$ cat src/rtl/climb_pkg.sv
// Shared types and defaults for the climbing-game scroll controller.
// Latency: n/a (types and functions only); no backpressure.
package climb_pkg;

  typedef enum logic [1:0] {
    FREEFALL = 2'd0,
    ANCHORED = 2'd1,
    EDIT     = 2'd2
  } state_t;

  localparam int TOP_LIMIT_DEF = -2000;
  localparam int CENTER_X_DEF  = 512;
  localparam int CENTER_Y_DEF  = 384;

  // Clip a wide signed result into the range of a w-bit signed value.
  function automatic int saturate(input int v, input int w);
    int hi;
    int lo;
    hi = (1 << (w - 1)) - 1;
    lo = -(1 << (w - 1));
    if (v > hi) return hi;
    if (v < lo) return lo;
    return v;
  endfunction

endpackage

$ cat src/rtl/hand_select.sv
// Combinational lowest-index picker over a request vector.
// Latency: 0 clocks; no backpressure.
module hand_select #(
  parameter int N  = 2,
  parameter int AW = 1
) (
  input  logic [N-1:0]  req,
  output logic          valid,
  output logic [AW-1:0] idx
);

  always_comb begin
    valid = 1'b0;
    idx   = '0;
    for (int i = N - 1; i >= 0; i--) begin
      if (req[i]) begin
        valid = 1'b1;
        idx   = AW'(i);
      end
    end
  end

endmodule

$ cat src/rtl/climb_scroll_ctrl.sv
// Per-frame screen-origin controller: anchored drag, gravity free-fall and edit-mode pan.
// Latency: 1 clock from the sampled vsync rise to new outputs; no backpressure (one update per frame).
module climb_scroll_ctrl
  import climb_pkg::*;
#(
  parameter int NUM_HANDS  = 2,
  parameter int HX_W       = 11,
  parameter int HY_W       = 10,
  parameter int SX_W       = 12,
  parameter int SY_W       = 13,
  parameter int TOP_LIMIT  = TOP_LIMIT_DEF,
  parameter int GRAV_DIV   = 2,
  parameter int MAX_FALL   = 24,
  parameter int EDIT_SHIFT = 1,
  parameter int CENTER_X   = CENTER_X_DEF,
  parameter int CENTER_Y   = CENTER_Y_DEF,
  localparam int AW        = (NUM_HANDS > 1) ? $clog2(NUM_HANDS) : 1
) (
  input  logic                        clock_65mhz,
  input  logic                        reset,
  input  logic                        vsync,
  input  logic                        mode_edit,
  input  logic [NUM_HANDS*HX_W-1:0]   hand_x,
  input  logic [NUM_HANDS*HY_W-1:0]   hand_y,
  input  logic [NUM_HANDS-1:0]        hand_grab,
  output logic signed [SX_W-1:0]      screen_x,
  output logic signed [SY_W-1:0]      screen_y,
  output logic [AW-1:0]               anchor_idx,
  output logic                        anchor_valid,
  output logic                        falling,
  output logic                        update_strobe
);

  localparam int CW = (GRAV_DIV > 1) ? $clog2(GRAV_DIV) : 1;

  logic                   vsync_d;
  logic                   tick;
  logic [NUM_HANDS-1:0]   grab_prev;
  logic [NUM_HANDS-1:0]   pulse;
  state_t                 state;
  state_t                 state_n;
  logic                   pulse_vld;
  logic                   held_vld;
  logic [AW-1:0]          pulse_idx;
  logic [AW-1:0]          held_idx;
  logic [AW-1:0]          aidx_n;
  logic                   capture;
  logic signed [SX_W-1:0] last_x;
  logic signed [SY_W-1:0] last_y;
  logic signed [SX_W:0]   vx;
  logic signed [SX_W:0]   vx_n;
  logic signed [SY_W:0]   vy;
  logic signed [SY_W:0]   vy_n;
  logic [CW-1:0]          grav_cnt;
  logic [CW-1:0]          cnt_n;
  logic [HX_W-1:0]        hold_hx;
  logic [HY_W-1:0]        hold_hy;
  logic signed [SX_W-1:0] hold_sx;
  logic signed [SY_W-1:0] hold_sy;
  logic [HX_W-1:0]        hxa [NUM_HANDS];
  logic [HY_W-1:0]        hya [NUM_HANDS];
  int                     nx;
  int                     ny;

  assign tick  = vsync & ~vsync_d;
  assign pulse = hand_grab & ~grab_prev;

  always_comb begin
    for (int i = 0; i < NUM_HANDS; i++) begin
      hxa[i] = hand_x[i*HX_W +: HX_W];
      hya[i] = hand_y[i*HY_W +: HY_W];
    end
  end

  hand_select #(.N(NUM_HANDS), .AW(AW)) u_pulse_sel (
    .req   (pulse),
    .valid (pulse_vld),
    .idx   (pulse_idx)
  );

  hand_select #(.N(NUM_HANDS), .AW(AW)) u_held_sel (
    .req   (hand_grab),
    .valid (held_vld),
    .idx   (held_idx)
  );

  always_comb begin
    state_n = state;
    aidx_n  = anchor_idx;
    vx_n    = vx;
    vy_n    = vy;
    cnt_n   = grav_cnt;
    capture = 1'b0;
    nx      = int'(screen_x);
    ny      = int'(screen_y);

    if (mode_edit) begin
      state_n = EDIT;
      vx_n    = '0;
      vy_n    = '0;
    end else if (pulse_vld) begin
      state_n = ANCHORED;
      aidx_n  = pulse_idx;
      capture = 1'b1;
    end else if (state == ANCHORED && !hand_grab[anchor_idx] && held_vld) begin
      aidx_n  = held_idx;
      capture = 1'b1;
    end else if (!held_vld) begin
      state_n = FREEFALL;
      // Entering free-fall carries the last frame's motion as momentum.
      if (state != FREEFALL) begin
        vx_n  = (SX_W+1)'(int'(screen_x) - int'(last_x));
        vy_n  = (SY_W+1)'(int'(screen_y) - int'(last_y));
        cnt_n = '0;
      end
    end

    case (state_n)
      ANCHORED: begin
        if (!capture) begin
          nx = int'(hold_sx) - (int'(hxa[aidx_n]) - int'(hold_hx));
          ny = int'(hold_sy) - (int'(hya[aidx_n]) - int'(hold_hy));
        end
      end
      FREEFALL: begin
        nx = int'(screen_x) + int'(vx_n);
        ny = int'(screen_y) + int'(vy_n);
        if (int'(cnt_n) == GRAV_DIV - 1) begin
          cnt_n = '0;
          vy_n  = (int'(vy_n) >= MAX_FALL) ? (SY_W+1)'(MAX_FALL) : (SY_W+1)'(int'(vy_n) + 1);
        end else begin
          cnt_n = cnt_n + CW'(1);
        end
      end
      EDIT: begin
        nx = int'(screen_x) + ((int'(hxa[0]) - int'(screen_x) - CENTER_X) >>> EDIT_SHIFT);
        ny = int'(screen_y) + ((int'(hya[0]) - int'(screen_y) - CENTER_Y) >>> EDIT_SHIFT);
      end
      default: ;
    endcase

    nx = saturate(nx, SX_W);
    ny = saturate(ny, SY_W);
    if (ny > 0) begin
      ny   = 0;
      vy_n = '0;
    end
    if (ny < TOP_LIMIT) begin
      ny   = TOP_LIMIT;
      vy_n = '0;
    end
  end

  always_ff @(posedge clock_65mhz or posedge reset) begin
    if (reset) begin
      vsync_d       <= 1'b0;
      update_strobe <= 1'b0;
      grab_prev     <= '0;
      state         <= FREEFALL;
      anchor_idx    <= '0;
      anchor_valid  <= 1'b0;
      falling       <= 1'b0;
      vx            <= '0;
      vy            <= '0;
      grav_cnt      <= '0;
      last_x        <= '0;
      last_y        <= '0;
      screen_x      <= '0;
      screen_y      <= '0;
      hold_hx       <= '0;
      hold_hy       <= '0;
      hold_sx       <= '0;
      hold_sy       <= '0;
    end else begin
      vsync_d       <= vsync;
      update_strobe <= tick;
      if (tick) begin
        grab_prev    <= hand_grab;
        state        <= state_n;
        anchor_idx   <= aidx_n;
        anchor_valid <= (state_n == ANCHORED);
        falling      <= (state_n == FREEFALL);
        vx           <= vx_n;
        vy           <= vy_n;
        grav_cnt     <= cnt_n;
        last_x       <= screen_x;
        last_y       <= screen_y;
        screen_x     <= SX_W'(nx);
        screen_y     <= SY_W'(ny);
        if (capture) begin
          hold_hx <= hxa[aidx_n];
          hold_hy <= hya[aidx_n];
          hold_sx <= screen_x;
          hold_sy <= screen_y;
        end
      end
    end
  end

endmodule

$ cat config.mk
export PLATFORM = sky130hd
export DESIGN_NAME = climb_scroll_ctrl
export DESIGN_NICKNAME = d
export VERILOG_FILES = /design/src/rtl/climb_pkg.sv /design/src/rtl/hand_select.sv /design/src/rtl/climb_scroll_ctrl.sv
export SDC_FILE = /design/constraint.sdc
export NUM_CORES = 1
export LEC_CHECK = 0
export CAP_MARGIN = 20
export CORE_MARGIN = 2
export CORE_UTILIZATION = 41
export DETAILED_ROUTE_END_ITERATION = 12
export GPL_ROUTABILITY_DRIVEN = 1
export PLACE_DENSITY = 0.7
export SYNTH_ARGS = -nofsm -noshare
export SYNTH_HDL_FRONTEND = slang
export SYNTH_SLANG_ARGS = --single-unit
$ cat constraint.sdc
create_clock -name clock_65mhz -period 6.7 [get_ports clock_65mhz]
set_input_delay 1.34 -clock clock_65mhz [delete_from_list [all_inputs] [get_ports clock_65mhz]]
set_output_delay 1.34 -clock clock_65mhz [all_outputs]
set_load 0.005 [all_outputs]
; ---- After elaboration in Yosys (flattened, before gate mapping)
; Index checks and enable logic that the tools add are counted.
[word_totals]
word_cells = 123
reg_bits = 133
in_bits = 48
out_inout_bits = 29
[classes]
addsub = 16
n_mux = 66
bitwise = 5
n_eq_ne = 3
n_reduce_logical = 6
magnitude_cmp = 9
[ops]
columns = operator, n
row1 = $mux W32, 6
row2 = $pmux W32 S3, 2
row3 = $mux W14, 10
row4 = $mux W13, 6
row5 = $lt A32 B12 Y1 const B, 2
row6 = $mux W12, 4
row7 = $mux W11, 4
row8 = $sub A12 B12 Y13, 3
row9 = $gt A32 B1 Y1 const B, 1
row10 = $gt A32 B12 Y1 const B, 1
row11 = $gt A32 B13 Y1 const B, 1
row12 = $lt A32 B13 Y1 const B, 1
row13 = $add A13 B14 Y15, 2
row14 = $mux W10, 3
row15 = $add A12 B13 Y14, 2
row16 = $mux W1, 27
row17 = $sub A14 B10 Y15 const B, 1
row18 = $add A14 B2 Y14 const B, 1
row19 = $ge A14 B6 Y1 const B, 1
row20 = $sub A11 B13 Y14, 1
row21 = $sub A13 B11 Y14, 1
row22 = $sub A13 B11 Y14 const B, 1
row23 = $sub A13 B13 Y14, 1
row24 = $sub A11 B11 Y12, 1
row25 = 17 further kinds, 22

; ---- Longest topological paths before layout
; Gate-level depths: netlist of the first run.
[logic_depth]
word_depth = 25
depth_mapped = 34
ltp_nobuf = 31

; ---- Hierarchy
; A second synthesis of the first run with hierarchy kept.
[unflattened]
cells_unflattened = 1602
hier_area_um2 = 12560.8
[modules_own_cells]
columns = mod, cells_each, instances, area_per_inst_um2
row1 = climb_scroll_ctrl, 1598, 1, 12530.8
row2 = hand_select, 2, 2, 15.0

; ---- Least setup slack after synthesis of the first run
; No wires, ideal clock.
[synth_path]
kind = input-to-reg
from = in hand_grab[0]
to = reg vy[10]
arrival_time_ns = 7.038
setup_slack_ns = -0.467
setup_time_ns = 0.129
stages = 30
path_buffers = 2
required_time_ns = 6.571
path_cell_list = buf_6 or3b_1 a21oi_2 nand2_1 o21ai_0 nand2_1 and3_1 a21oi_1 clkbuf_1 mux2_2 ha_1 nor2b_1 o21ai_0 a21oi_1 o21ai_0 a21oi_1 o21ai_0 nand2b_1 a21o_1 a21o_1 ha_1 a21oi_1 nor4b_1 a21oi_1 mux2i_1 nand2_1 o22a_1 o311a_1 o21ai_4 o21ai_1
[synth_via]
elab_chain_cells = 25
elab_cells_between_ends = 59
[synth_lines]
columns = item, line
row1 = from (decl), climb_scroll_ctrl.sv:25  ; input logic [NUM_HANDS-1:0] hand_grab,
row2 = $mux W1 (implied by the code) (2 in series), climb_scroll_ctrl.sv:105  ; end else if (state == ANCHORED && !hand_grab[anchor_idx] && held_vld) begin
row3 = $logic_not A1 Y1, climb_scroll_ctrl.sv:105
row4 = $logic_and A1 B1 Y1 (2 in series), climb_scroll_ctrl.sv:105
row5 = $mux W1, climb_scroll_ctrl.sv:105
row6 = $mux W1, climb_scroll_ctrl.sv:101  ; end else if (pulse_vld) begin
row7 = $mux W1, climb_scroll_ctrl.sv:97  ; if (mode_edit) begin
row8 = $not A1 Y2 (implied by the code), climb_scroll_ctrl.sv:122  ; ny = int'(hold_sy) - (int'(hya[aidx_n]) - int'(hold_hy));
row9 = $mux W10 (implied by the code) (3 in series), climb_scroll_ctrl.sv:122
row10 = [5 not listed], n/a
row11 = $mux W12 / $mux W1 (equally long branches), "climb_pkg.sv:21, climb_pkg.sv:22"
row12 = $mux W32 / $mux W1 (equally long branches), climb_pkg.sv:22  ; if (v < lo) return lo;
row13 = $mux W32, climb_pkg.sv:23  ; return v;
row14 = $mux W32, climb_pkg.sv:22
row15 = $gt A32 B1 Y1, climb_scroll_ctrl.sv:144  ; if (ny > 0) begin
row16 = $mux W32, climb_scroll_ctrl.sv:144
row17 = $lt A32 B12 Y1, climb_scroll_ctrl.sv:148  ; if (ny < TOP_LIMIT) begin
row18 = $mux W14 *, climb_scroll_ctrl.sv:148
row19 = to (signal assigned), climb_scroll_ctrl.sv:184  ; vy <= vy_n;
row20 = to (decl), climb_scroll_ctrl.sv:52  ; logic signed [SY_W:0] vy;
; Mark *: on every way between the ends. The rest lies on a longest branch, timed or not. The select of a mux whose other input is x is not followed.
; A chain may end at the register's enable or synchronous reset.

; ---- Worst setup path in the final report of the first run
[layout_path]
from = in hand_grab[0]
to = reg vy[11]
; Same word-level chain as after synthesis.

==> results.md, run 1 <==
- Status: finished, final reports clean
- Critical R2R Capture: vy[11]
- RR Startpoint: anchor_idx
- Final setup vio count: 0
- Die width: 179.1 um
- Critical Path Source Type: input pin
- Setup crit end kind: flop
- Mapped Area: 0.01257 mm2
- Sink Count: 133
- CTS tree: done
- Worst IR Drop VDD: 0.2658 mV
- Fill count: 2,848
- Pin count of the biggest net entering global routing: 97
- Min-delay worst type: reg2reg
- Row cnt: 64
- Hold-critical path depth: 2
- Setup TNS: 0 ps
- Yosys reg bits: 133
- Dpl ws: -1134 ps
- Clk buf depth: 2
- Mapped Nets: 1,725
- Crit-path max cell delay: 380 ps
- Fin Hold WS: 482.8 ps
- Worst slew pin tran: 1002 ps
- Fmax: 150.4 MHz
- Max-slew headroom: 32.68%
- Period utilisation layout: 99.22%
- Clock Root Buffer: clkbuf_16
- Design Area, Final: 0.01613 mm2
- Crit path to: vy[11]
- CTS H-Tree Depth: 4
- Die Height: 179.1 um
- Crit path kind: in2reg
- Final GP Congestion: 0.9397
- Die ar.: 0.03208 mm2
- Post-layout util: 53.01%
- Initial antenna violation count: 0
- Top Ports: 77
- Part of the power in the clock network: 11.2%
- Ys async rst share: 100.0%
- Worst path top cell family by delay: compound AO/OA/AOI/OAI gates
- Int Power: 4.861 mW
- Final nets: 1,938
- Final total power: 9.072 mW
- Worst path slowest cell: or3b_4
- Pleak: 7.368 nW
- Unrepaired setup endpoints after global routing: true
- GRT overflow: 0
- Min Clock Period, post-route: 6648 ps
- Core footprint: 0.03043 mm2
- Reg clk slew, reported paths: 60 ps
- Crit path from: hand_grab[0]
- Initial DRC count: 866
- Leading cell type in the layout, fill and taps excluded: nand2_1
- Worst Path Required: 7060 ps
- Crit path depth: 34
- Max Transition Viols Final: 0
- Final worst slack: 52.33 ps
- DRC viols: 0
- EDFF count, synth: 0
- Placed Instances: 2,096
- Min-Delay Startpoint: vx[4]
- Most used DFF post-synth: dfrtp_1
- Most frequent cells in the layout: nand2_1, buf_4, dfrtp_1, inv_1, ha_1
- Syn_area_per_cell: 8.238 um2
- Layout Cells excl Fill: 2,147
- Routed vias: 12,080
- Buf/Inv on CP: 8
- DP Area: 0.01480 mm2
- Number of cells produced by synthesis: 1,526
- Layout Skew: 13.04 ps
- Starting Density: 41.31%
- Sequential share of power: 14.7%
- Netlist cell types: 93
- DP HPWL: 28,240 um
- Sequential element share of the synthesized area: 26.48%
- Gr usage total: 24.39%
- Final Hold Viols: 0
- Critical path fanouts, max: 8
- P&R area growth vs syn: 28.31%
- Power Dens Cells: 562.5 mW/mm2
- Switch Pwr: 4.211 mW
- Initial DRT Pass Iterations: 5
- Clock Latency Late Sink: 450 ps
- Layout cells sized above 1: 20.96%
- Logic gate share of total power: 74.1%
- Worst reg2reg path depth: 33
- CTS Buf Count: 17
- Vias in the first global route: 11,820
- Port Buffers: 76
- CP arrival: 7010 ps
- Global-route wire length before repair: 61,220 um
- Sw Ratio: 46.41%
- Routed wire per std cell: 18.04 um
- Routed WL: 38,740 um
- Post-route antenna net violation count: 0
- Max-cap violations: 0
- Synth warn: 0
- FF-to-FF setup slack: 610 ps
- Post-DR vias/cell: 5.624
- Ant. Diodes: 0
-- per-layer routing --
layer,track usage (%),wire [um]
met5,0,0
met4,9.308,1311
met3,3.393,1715
met2,42.48,19360
met1,30.51,16350
-- state kept, by name, indices dropped and copies added (netlist names), 2 cells and up --
name       count
hold_sy       13
hold_sx       12
hold_hx       11
hold_hy       10
grab_prev      2
last_x        12
vx            13
screen_x      12
screen_y      13
last_y        13
state          2
vy            14
-- what timing repair did --
item	4_1_cts	5_1_grt
hold buffers	0	0
buffers inserted	9	11
cloned	1	0
hold endpoints to repair	0	0
gates resized for setup	43	84
setup endpoints to repair	36	37
pin swaps	41	56
-- power groups by stage --
stage	combinational [mW]	sequential, mW	clock (mW)
2_1_floorplan	4.08	1.23	0
3_3_place_gp	5.90	1.33	0
3_5_place_dp	6.03	1.34	0
4_1_cts	6.27	1.33	1.02
5_1_grt	7.38	1.36	1.06
6_report	6.73	1.33	1.01
-- cell usage after synthesis (7+ instances only) --
library cell | number | share of area, %
o21bai_1 | 8 | 0.48
nor3_1 | 21 | 0.84
o21ai_0 | 137 | 5.5
nand2_1 | 173 | 5.2
fa_1 | 10 | 1.6
o221ai_1 | 11 | 0.77
mux2_2 | 41 | 3.7
nor2b_1 | 19 | 0.95
or2_2 | 9 | 0.45
o22ai_1 | 9 | 0.45
nand4_1 | 8 | 0.40
a211oi_1 | 7 | 0.42
o2111ai_1 | 7 | 0.49
a31oi_1 | 13 | 0.65
o21a_1 | 15 | 0.90
nand2b_1 | 37 | 1.8
nor4_1 | 8 | 0.40
xor2_1 | 41 | 2.9
o31ai_1 | 8 | 0.48
inv_1 | 131 | 3.9
o211ai_1 | 10 | 0.60
a21oi_1 | 99 | 3.9
or3_1 | 7 | 0.35
and3_1 | 14 | 0.70
nor2_1 | 96 | 2.9
dfrtp_1 | 133 | 26
o21ai_1 | 14 | 0.56
xnor2_1 | 40 | 2.8
mux2i_1 | 9 | 0.72
ha_1 | 141 | 14
buf_1 | 9 | 0.27
a21o_1 | 40 | 2.4
nand3_1 | 32 | 1.3
clkbuf_1 | 34 | 1.0
-- tightest hold or removal path: stages, from the launching register on --
cell     delay (ps)
dfrtp_1         350
nand2_1          50
nand2_1          60
-- cell families (layout without fill, tap and decap cells) --
family | Yosys count | after routing | synth area share (%)
AOI/OAI and AO/OA | 460 | 460 | 23.71
xor gates and xnor gates | 81 | 81 | 5.643
adders and majority gates | 151 | 151 | 15.63
buffers and inverters | 184 | 409 | 5.832
DFF | 133 | 133 | 26.48
muxes | 50 | 50 | 4.389
and+or+nand+nor | 467 | 467 | 18.32
-- cell type report --
cell class / instances / area, um2 / share of cell area [%]
Clock inverter: 12 / 153.9 / 0.9542
Clock buffer: 19 / 452.9 / 2.808
Tap cell: 396 / 495.5 / 3.072
Sequential cell: 133 / 3328 / 20.63
Timing Repair Buffer: 246 / 2097 / 13.00
Inverter: 132 / 500.5 / 3.103
Multi-Input combinational cell: 1209 / 9101 / 56.43
-- worst min path at each step --
stage,slack [ps],end
floorplan,450,vx[4]
global placement,460,vx[4]
detailed placement,470,vy[11]
CTS,490,vx[4]
global route,510,vy[7]
finish,480,vx[4]
Power figures use the tool's default switching activity.
==> inputs of run 2 (changes only) <==
Settings changed: CAP_MARGIN 20 to unset, DONT_BUFFER_PORTS set to 1, PLACE_DENSITY 0.7 to 0.66.
==> results.md, run 2 (synthesis results as in run 1) <==
- Final setup vio count: 0 (unchanged)
- Min-delay worst type: reg2reg
- Worst slew pin tran: 925.5 ps (-76.82 ps)
- Final total power: 8.391 mW (-7.5%)
- Max reg flops: 14 (unchanged)
- Reg clk slew, reported paths: 70 ps (about the same)
- Final GP Congestion: 0.8598 (-8.5%)
- Pin count of the biggest net entering global routing: 84 (-13%)
- Starting Density: 41.31% (unchanged)
- Clock Latency Late Sink: 450 ps (about the same)
- Critical Path Source Type: input pin
- Core footprint: 0.03043 mm2 (unchanged)
- Initial DRC count: 751 (-13%)
- CTS H-Tree Depth: 4 (unchanged)
- Most frequent cells in the layout: nand2_1, ha_1, dfrtp_1, inv_1, o21ai_0
- Footprint of the multi-input gates: 0.008879 mm2 (-2.4%)
- GRT overflow: 0 (unchanged)
- Setup crit end kind: flop
- Largest Register: vy
- Worst Path Required: 7070 ps (about the same)
- Final worst slack: 209.7 ps (+157.4 ps)
- Worst IR Drop VDD: 0.2495 mV (-6.1%)
- Clk buf depth: 2 (unchanged)
- Global-route wire length before repair: 57,970 um (-5.3%)
- Fill count: 2,933 (+3.0%)
- CTS Buf Count: 17 (unchanged)
- Initial antenna violation count: 0 (unchanged)
- Port Buffers: 0 (-100%)
- RR Startpoint: anchor_idx
- WHS Endpoint: vx[4]
- Row cnt: 64 (unchanged)
- Die ar.: 0.03208 mm2 (unchanged)
- Gr usage total: 23.24% (-1.2 points)
- Die Height: 179.1 um (unchanged)
- Min-Delay Startpoint: vx[4]
- Sequential Area: 0.003328 mm2 (unchanged)
- Buf/Inv on CP: 4 (-4)
- Sink Count: 133 (unchanged)
- DP HPWL: 27,320 um (-3.2%)
- Critical R2R Capture: vy[5]
- Worst path top cell family by delay: compound AO/OA/AOI/OAI gates
- Hold-critical path depth: 2 (unchanged)
- Crit path kind: in2reg
- Worst path slowest cell: or3b_4
- Final nets: 1,805 (-6.9%)
- Die width: 179.1 um (unchanged)
- Period utilisation layout: 96.87% (-2.3 points)
- Initial DRT Pass Iterations: 5 (unchanged)
- Power Dens Cells: 571.7 mW/mm2 (+1.6%)
- Status: finished, final reports clean
- P&R area growth vs syn: 16.75%
- Post-DR vias/cell: 5.667 (+0.77%)
- Fmax: 154.1 MHz (+2.4%)
- Clock Root Buffer: clkbuf_16
- Fin Hold WS: 477.2 ps (-5.571 ps)
- Layout cells sized above 1: 17.29% (-3.7 points)
- CP arrival: 6860 ps (-150 ps)
- Max-slew headroom: 37.84% (+5.2 points)
- Top Ports: 77 (unchanged)
- FF-to-FF setup slack: 640 ps (+30 ps)
- Post-layout util: 48.23% (-4.8 points)
- Final Hold Viols: 0 (unchanged)
- CTS tree: done
- Post-route antenna net violation count: 0 (unchanged)
- Layout Skew: 14.66 ps (+1.621 ps)
- Leading cell type in the layout, fill and taps excluded: nand2_1
- Routed WL: 36,840 um (-4.9%)
- Min Clock Period, post-route: 6490 ps (-157.4 ps)
- Worst reg2reg path depth: 33 (unchanged)
- Critical path fanouts, max: 10 (+2)
- Pleak: 6.722 nW (-8.8%)
- Max Transition Viols Final: 0 (unchanged)
- Routed vias: 11,420 (-5.4%)
- Dpl ws: -486.0 ps (+648.1 ps)
- DRC viols: 0 (unchanged)
- Routed wire per std cell: 18.28 um (+1.3%)
- Vias in the first global route: 11,040 (-6.6%)
- Max-cap violations: 0 (unchanged)
- # hold bufs at CTS: 0 (unchanged)
- Ant. Diodes: 0 (unchanged)
- Crit-path max cell delay: 380 ps (about the same)
-- run 2: area by class of cell --
cell class | count | share of cell area (%)
Timing Repair Buffer | 112 | 5.882
Multi-Input combinational cell | 1210 | 60.49
Sequential cell | 133 | 22.68
Inverter | 132 | 3.410
Clock buffer | 17 | 2.899
Tap cell | 396 | 3.376
Clock inverter | 15 | 1.262
-- run 2: power by group --
part / total [mW] / internal [mW] / switching (mW)
registers: 1.32 / 1.04 / 0.274
clock network: 0.996 / 0.537 / 0.460
logic: 6.08 / 2.80 / 3.28
-- run 2: what timing repair did --
item,in CTS,in global routing
pin swaps,0,23
gates cloned,0,2
setup buffers,1,9
gates resized for setup,1,58
setup endpoints to repair,5,36
-- run 2: metrics by stage --
step,setup TNS [ps],cell area [um2],cells
final,0,14680,2015
after global routing,-863.7,14680,2015
after CTS,0,14310,2004
after detailed placement,-14360,13690,1971
after global placement,-10500,13690,1971
after floorplan,-737.3,12640,1526
-- run 2: tightest hold or removal path: cells and delay by family, from the launching register on --
kind | cells | cell delay, ps
DFF | 1 | 350
and+or+nand+nor | 2 | 100
-- run 2: layer usage --
layer  vias up  global-route usage, %  wire length [um]  part of all wire (%)
met2       301                  39.60             17910                    49
met5         -                      0                 0                     0
met3        49                  4.771              1907                   5.2
li1       5637                      -                 -                     -
met1      5433                  29.04             16020                    44
met4         0                  8.300               998                   2.7
-- run 2: worst max-delay path by stage --
stage                      start     end  slack [ps]  cells past startpoint
detailed placement  hand_grab[0]   vy[1]        -490                     30
floorplan           hand_grab[0]  vy[10]         -70                     31
global route        hand_grab[0]   vy[5]         -80                     33
finish              hand_grab[1]   vy[5]         210                     32
global placement    hand_grab[0]   vy[1]        -370                     29
CTS                 hand_grab[0]   vy[6]          10                     32
